**config.mk**
```make
export PLATFORM = sky130hd
export DESIGN_NAME = scomp_memory_responder
export DESIGN_NICKNAME = d
export VERILOG_FILES = /design/src/rtl/scomp_memory_responder.sv
export SDC_FILE = /design/constraint.sdc
export NUM_CORES = 2
export LEC_CHECK = 0
export ABC_AREA = 0
export CELL_PAD_IN_SITES_DETAIL_PLACEMENT = 0
export CELL_PAD_IN_SITES_GLOBAL_PLACEMENT = 1
export CORE_MARGIN = 3
export CORE_UTILIZATION = 50
export CTS_CLUSTER_DIAMETER = 100
export DETAILED_ROUTE_END_ITERATION = 10
export GPL_TIMING_DRIVEN = 1
export PLACE_DENSITY_LB_ADDON = 0.1
export SYNTH_ARGS = -nofsm -noshare
export SYNTH_HDL_FRONTEND = slang
export SYNTH_SLANG_ARGS = --single-unit
```
**constraint.sdc**
```tcl
create_clock -name clock -period 6.2 [get_ports clock]
set_input_delay 1.24 -clock clock [delete_from_list [all_inputs] [get_ports clock]]
set_output_delay 1.24 -clock clock [all_outputs]
set_load 0.05 [all_outputs]
```
**src/rtl/scomp_memory_responder.sv**
```systemverilog
// Memory-side responder for the SCOMP core: 256x16 RAM, a 4-word I/O window
// (switches, LEDs, timer) and a boot loader that holds the CPU in reset while loading.
module scomp_memory_responder #(
    parameter int                    DATA_WIDTH = 16,
    parameter int                    ADDR_WIDTH = 8,
    parameter logic [ADDR_WIDTH-1:0] IO_BASE    = 8'hFC,
    parameter int                    TIMER_DIV  = 1000
) (
    input  logic                  clock,
    input  logic                  reset_n,
    input  logic [ADDR_WIDTH-1:0] address,
    input  logic [DATA_WIDTH-1:0] data,
    input  logic                  we,
    output logic [DATA_WIDTH-1:0] q,
    output logic                  cpu_hold,
    input  logic                  load_start,
    input  logic                  load_valid,
    input  logic [DATA_WIDTH-1:0] load_data,
    input  logic                  load_last,
    output logic                  load_ready,
    input  logic [7:0]            switches,
    output logic [DATA_WIDTH-1:0] leds
);

    localparam int                DEPTH   = 2 ** ADDR_WIDTH;
    localparam int                PW      = (TIMER_DIV > 1) ? $clog2(TIMER_DIV) : 1;
    localparam logic [PW-1:0]     PRE_MAX = PW'(TIMER_DIV - 1);

    typedef enum logic {
        LOAD,
        RUN
    } state_t;

    state_t                  state_q, state_d;
    logic [ADDR_WIDTH-1:0]   load_ptr_q, load_ptr_d;
    logic                    load_accept;
    logic                    cpu_wr;
    logic [ADDR_WIDTH-1:0]   io_off;
    logic                    io_hit;
    logic [DATA_WIDTH-1:0]   ram [0:DEPTH-1];
    logic [DATA_WIDTH-1:0]   timer_q;
    logic [PW-1:0]           prescaler_q;
    logic [7:0]              sw_sync_p0, sw_sync_p1;

    assign io_off     = address - IO_BASE;
    assign io_hit     = (address >= IO_BASE) && (io_off < ADDR_WIDTH'(4));
    assign cpu_wr     = (state_q == RUN) && we;
    assign cpu_hold   = (state_q == LOAD);
    assign load_ready = (state_q == LOAD);

    // Loader pointer saturates at the top address; the last slot always ends the load.
    always_comb begin
        state_d     = state_q;
        load_ptr_d  = load_ptr_q;
        load_accept = 1'b0;
        case (state_q)
            LOAD: begin
                if (load_start) begin
                    load_ptr_d = '0;
                end else if (load_valid) begin
                    load_accept = 1'b1;
                    if (load_ptr_q != '1)
                        load_ptr_d = load_ptr_q + ADDR_WIDTH'(1);
                    if (load_last || (load_ptr_q == '1))
                        state_d = RUN;
                end
            end
            RUN: begin
                if (load_start) begin
                    state_d    = LOAD;
                    load_ptr_d = '0;
                end
            end
            default: state_d = LOAD;
        endcase
    end

    always_ff @(posedge clock or negedge reset_n) begin
        if (!reset_n) begin
            state_q    <= LOAD;
            load_ptr_q <= '0;
        end else begin
            state_q    <= state_d;
            load_ptr_q <= load_ptr_d;
        end
    end

    // RAM is never reset; the CPU cannot reach cells hidden under the I/O window.
    always_ff @(posedge clock) begin
        if (load_accept)
            ram[load_ptr_q] <= load_data;
        else if (cpu_wr && !io_hit)
            ram[address] <= data;
    end

    always_ff @(posedge clock or negedge reset_n) begin
        if (!reset_n) begin
            leds        <= '0;
            timer_q     <= '0;
            prescaler_q <= '0;
            sw_sync_p0  <= '0;
            sw_sync_p1  <= '0;
        end else begin
            sw_sync_p0 <= switches;
            sw_sync_p1 <= sw_sync_p0;
            if (cpu_wr && io_hit && (io_off[1:0] == 2'd1))
                leds <= data;
            // A CPU timer write takes priority over a same-cycle prescaler wrap.
            if (cpu_wr && io_hit && (io_off[1:0] == 2'd2)) begin
                timer_q     <= data;
                prescaler_q <= '0;
            end else if (prescaler_q == PRE_MAX) begin
                prescaler_q <= '0;
                timer_q     <= timer_q + DATA_WIDTH'(1);
            end else begin
                prescaler_q <= prescaler_q + PW'(1);
            end
        end
    end

    always_comb begin
        q = ram[address];
        if (io_hit) begin
            case (io_off[1:0])
                2'd0:    q = DATA_WIDTH'(sw_sync_p1);
                2'd1:    q = leds;
                2'd2:    q = timer_q;
                default: q = '0;
            endcase
        end
    end

endmodule
```
==> qor.yml <==
global_route:
  groute.layer.met2.usage: 0.431
  initial_antenna_violation_count: 26
  grt_first_pass_wirelength_mm: 650
  grt.met3_usage: 0.0542
  number_of_global_route_vias_before_repair: 80217
  grt_overflow_total: 0
  grt_usage: 0.286
  grt_max_degree: 168
  globalRouteMet1Util: 0.430
  grt_most_used_layer: "met2"
worst_hold_path:
  class_of_the_worst_hold_path: "reg -> reg"
synthesis:
  synth_seq_area_share: 0.775
  muxShareOfSynthArea: 0.169
  synth.ff_latch_count: 4147
  synthesized_area_fraction_occupied_by_and_or_nand_nor_cells: 0.0203
  async_flop_share: 0.0162
  yosys_warnings: 0
  synthFlopType: "sky130_fd_sc_hd__edfxtp_1"
  synth_adder_area_share: 0.000234
  synth_enable_flop_cells: 4080
  mappedNetlistArea_um2: 160000
  xor_xnor_fraction_of_synth_area: 0.00164
  synth_area_per_cell_um2: 22.6
  post_synth_num_cell_types: 63
  synth_top_family_by_area: "multiplexers"
  syn_nets: 7156
  netlist_instances: 7099
  synth-compound-area-share: 0.0194
routing:
  vias_per_cell: 6.45
  detail_route.wirelength_mm: 468
  num_vias: 81137
  drt_pass1_iterations: 6
  detail_route.drc_violations: 0
  drt_iter0_drc: 11349
  route.antenna.remaining_nets: 0
  detail_routed_net_length_per_standard_cell_um: 37.3
clock_network:
  number_of_buffers_created_by_cts: 426
  cts_setup_buffers: 0
  cts_max_path_buffers: 4
  cts_sinks: 4147
  clkSlewWorstSetupHoldPaths_ns: 0.06
  postCtsHoldBufs: 0
  worstSkewPairLatency_ns: 0.98
  tritoncts: "built"
  htree_levels: 5
  cts_root_buffer: "sky130_fd_sc_hd__clkbuf_16"
sta:
  hold-worst-slack_ns: 0.353
  worst_clock_skew_ns: 0.0490
  grt_setup_unrepaired: "no"
  timing.final.setup_violations: 1
  highest_clock_rate_mhz: 160
  slew_viol_final: 0
  fin_crit_sh: 1.01
  period_minus_slack_ns: 6.23
  final.setup.worst_slack_ns: -0.0316
  finalSetupTns_ns: -0.0316
  report.final.hold_viol_count: 0
  worst-slew-pin-transition_ns: 1.30
  slew_headroom: 0.135
setup_path:
  end_kind: "output pin"
  timing.critical_path.fanout_max: 29
  critPathArrivalTime_ns: 4.99
  required_ns: 4.96
  path_class: "in -> out"
  cp-start-kind: "input pin"
cells_and_area:
  finish.net_count: 8070
  fill_cells: 22971
  final_layout_size_suffix_gt1_frac: 0.338
  area_delta_synth_final_pct: 16.0
place:
  routability_congestion_estimate_from_global_placement: 0.938
  dp_hpwl_mm: 295
  port_buffers: 87
floorplan:
  placement_rows: 207
  initial_core_util: 0.503
  die_w_um: 572
  chipHeight_um: 572
  die_area_um2: 328000
  design.portCount: 88
  fp.coreArea_um2: 319000
status:
  outcome: "finished with violations"
  failed_checks: "setup timing"
power_and_ir_drop:
  powerDensity_nw_per_um2: 321
  ir_drop_mv: 0.247
  power.static_leakage_uw: 0.0591
job:
  cap_viol_max_count: 0
[report_power, final]
| part | leakage, uW | internal (uW) | switching (uW) |
|---|---|---|---|
| logic | 0.0150 | 1320 | 2480 |
| clock network | 0.00658 | 14100 | 10800 |
| registers | 0.0375 | 31100 | 41.5 |
| total | 0.0591 | 46500 | 13300 |
[through the flow]
| step | util | power (uW) | cells | instance area [um2] | setup slack [ns] |
|---|---|---|---|---|---|
| after CTS | 0.584 | 60100 | 12547 | 186000 | 0.0336 |
| final | 0.584 | 59800 | 12571 | 186000 | -0.0316 |
| after global placement | 0.541 | 35400 | 11763 | 172000 | -0.711 |
| after detailed placement | 0.541 | 35500 | 11763 | 172000 | -0.732 |
| after global routing | 0.584 | 61400 | 12559 | 186000 | 0.00225 |
| after floorplan | - | 33800 | 7099 | 160000 | -0.278 |
[cell type report]
type                            instances  area, um2  share of cell area
Tap cell                             4180       5230              0.0281
Inverter                                6       25.0            0.000134
Clock buffer                          521      11200              0.0601
Clock inverter                        263       2300              0.0124
Multi-Input combinational cell       2538      34600               0.186
Antenna cell                           22       55.1            0.000296
Timing Repair Buffer                  894       8490              0.0456
Sequential cell                      4147     124000               0.667
[worst max-delay path, cell delays in order]
cell and delay [ns]:
sky130_fd_sc_hd__buf_16 0.26, sky130_fd_sc_hd__buf_12 0.29, sky130_fd_sc_hd__buf_12 0.22, sky130_fd_sc_hd__mux4_2 0.54, sky130_fd_sc_hd__mux2i_1 0.41, sky130_fd_sc_hd__a211oi_1 0.33
sky130_fd_sc_hd__nor4_2 0.48, sky130_fd_sc_hd__buf_4 0.24, sky130_fd_sc_hd__nand3b_1 0.20, sky130_fd_sc_hd__a32o_2 0.37, sky130_fd_sc_hd__buf_4 0.22
[sequential cells by signal, indices dropped and copies added, names as in the netlist]
signal / flops
ram: 4080
leds: 16
timer_q: 16
prescaler_q: 10
load_ptr_q: 8
sw_sync_p0: 8
sw_sync_p1: 8
state_q: 1
[placed cells by master, fill, tap and decap left out, types with 16 or more instances in the layout]
| cell type | instances |
|---|---|
| sky130_fd_sc_hd__nor2_2 | 152 |
| sky130_fd_sc_hd__a221oi_1 | 20 |
| sky130_fd_sc_hd__xor2_1 | 18 |
| sky130_fd_sc_hd__a211oi_1 | 34 |
| sky130_fd_sc_hd__nor2_1 | 187 |
| sky130_fd_sc_hd__mux2i_1 | 127 |
| sky130_fd_sc_hd__clkbuf_16 | 434 |
| sky130_fd_sc_hd__a21oi_1 | 82 |
| sky130_fd_sc_hd__o221ai_1 | 22 |
| sky130_fd_sc_hd__nand2_1 | 152 |
| sky130_fd_sc_hd__diode_2 | 22 |
| sky130_fd_sc_hd__buf_12 | 117 |
| sky130_fd_sc_hd__edfxtp_1 | 4080 |
| sky130_fd_sc_hd__o22ai_1 | 56 |
| sky130_fd_sc_hd__clkdlybuf4s50_1 | 63 |
| sky130_fd_sc_hd__nand3_1 | 44 |
| sky130_fd_sc_hd__clkbuf_1 | 86 |
| sky130_fd_sc_hd__nand2b_1 | 21 |
| sky130_fd_sc_hd__mux2_2 | 51 |
| sky130_fd_sc_hd__a31oi_1 | 16 |
| sky130_fd_sc_hd__bufinv_16 | 30 |
| sky130_fd_sc_hd__nor2b_1 | 28 |
| sky130_fd_sc_hd__nor3_1 | 29 |
| sky130_fd_sc_hd__o21ai_0 | 80 |
| sky130_fd_sc_hd__o211ai_1 | 17 |
| sky130_fd_sc_hd__a22oi_1 | 77 |
| sky130_fd_sc_hd__clkinv_1 | 106 |
| sky130_fd_sc_hd__clkinv_2 | 86 |
| sky130_fd_sc_hd__dfrtp_1 | 67 |
| sky130_fd_sc_hd__buf_4 | 702 |
| sky130_fd_sc_hd__mux4_2 | 1122 |
[Yosys cell counts, types with 14 or more instances]
cell type | instances | area, um2
sky130_fd_sc_hd__buf_6 | 58 | 653
sky130_fd_sc_hd__edfxtp_1 | 4080 | 123000
sky130_fd_sc_hd__dfrtp_1 | 67 | 1680
sky130_fd_sc_hd__a31oi_1 | 18 | 113
sky130_fd_sc_hd__nand2b_1 | 27 | 169
sky130_fd_sc_hd__o211ai_1 | 17 | 128
sky130_fd_sc_hd__nand3_1 | 55 | 275
sky130_fd_sc_hd__o22ai_1 | 56 | 350
sky130_fd_sc_hd__a211oi_1 | 36 | 270
sky130_fd_sc_hd__xor2_1 | 18 | 158
sky130_fd_sc_hd__mux2i_1 | 127 | 1270
sky130_fd_sc_hd__o21ai_0 | 81 | 405
sky130_fd_sc_hd__a21oi_1 | 83 | 415
sky130_fd_sc_hd__mux2_2 | 51 | 574
sky130_fd_sc_hd__mux4_2 | 1122 | 25300
sky130_fd_sc_hd__nand2_1 | 169 | 634
sky130_fd_sc_hd__and3_1 | 14 | 87.6
sky130_fd_sc_hd__nor3_1 | 33 | 165
sky130_fd_sc_hd__buf_2 | 133 | 666
sky130_fd_sc_hd__nor2_1 | 341 | 1280
sky130_fd_sc_hd__buf_1 | 33 | 124
sky130_fd_sc_hd__a22oi_1 | 77 | 578
sky130_fd_sc_hd__o221ai_1 | 23 | 201
sky130_fd_sc_hd__buf_4 | 43 | 323
sky130_fd_sc_hd__clkbuf_1 | 137 | 514
sky130_fd_sc_hd__a221oi_1 | 21 | 184
sky130_fd_sc_hd__nor2b_1 | 34 | 213
[cell families after synthesis]
| group | Yosys count |
|---|---|
| flops | 4147 |
| compound gates | 468 |
| mux | 1300 |
| buf+inv | 414 |
| xor+xnor | 30 |
| simple gates | 737 |
| fa+ha+maj | 3 |
[routing by layer]
layer  wire length, um  part of all wire
met1            194000              0.41
met2            215000              0.46
met3             43000             0.092
met4             16200             0.035
met5                24          0.000051
[worst paths after layout]
kind,from,end,slack (ns),cells after the start
worst max-delay path,address[0],q[4],-0.03,11
worst min-delay path,sw_sync_p0[7]$_DFF_PN0_,sw_sync_p1[7]$_DFF_PN0_,0.35,0
worst max register to register,state_q$_DFF_PN0_,ram[250][6]$_DFFE_PP_,1.91,8
worst min register to register,sw_sync_p0[7]$_DFF_PN0_,sw_sync_p1[7]$_DFF_PN0_,0.35,0
max in group asynchronous,reset_n,prescaler_q[9]$_DFF_PN0_,5.14,1
min in group asynchronous,reset_n,sw_sync_p1[2]$_DFF_PN0_,0.43,1
[repair_timing]
action,in CTS,in global routing
endpoints found under the setup margin,6,2
resized for setup,12,13
pin swaps,0,2
cloned,0,2
Power figures use the tool's default switching activity.
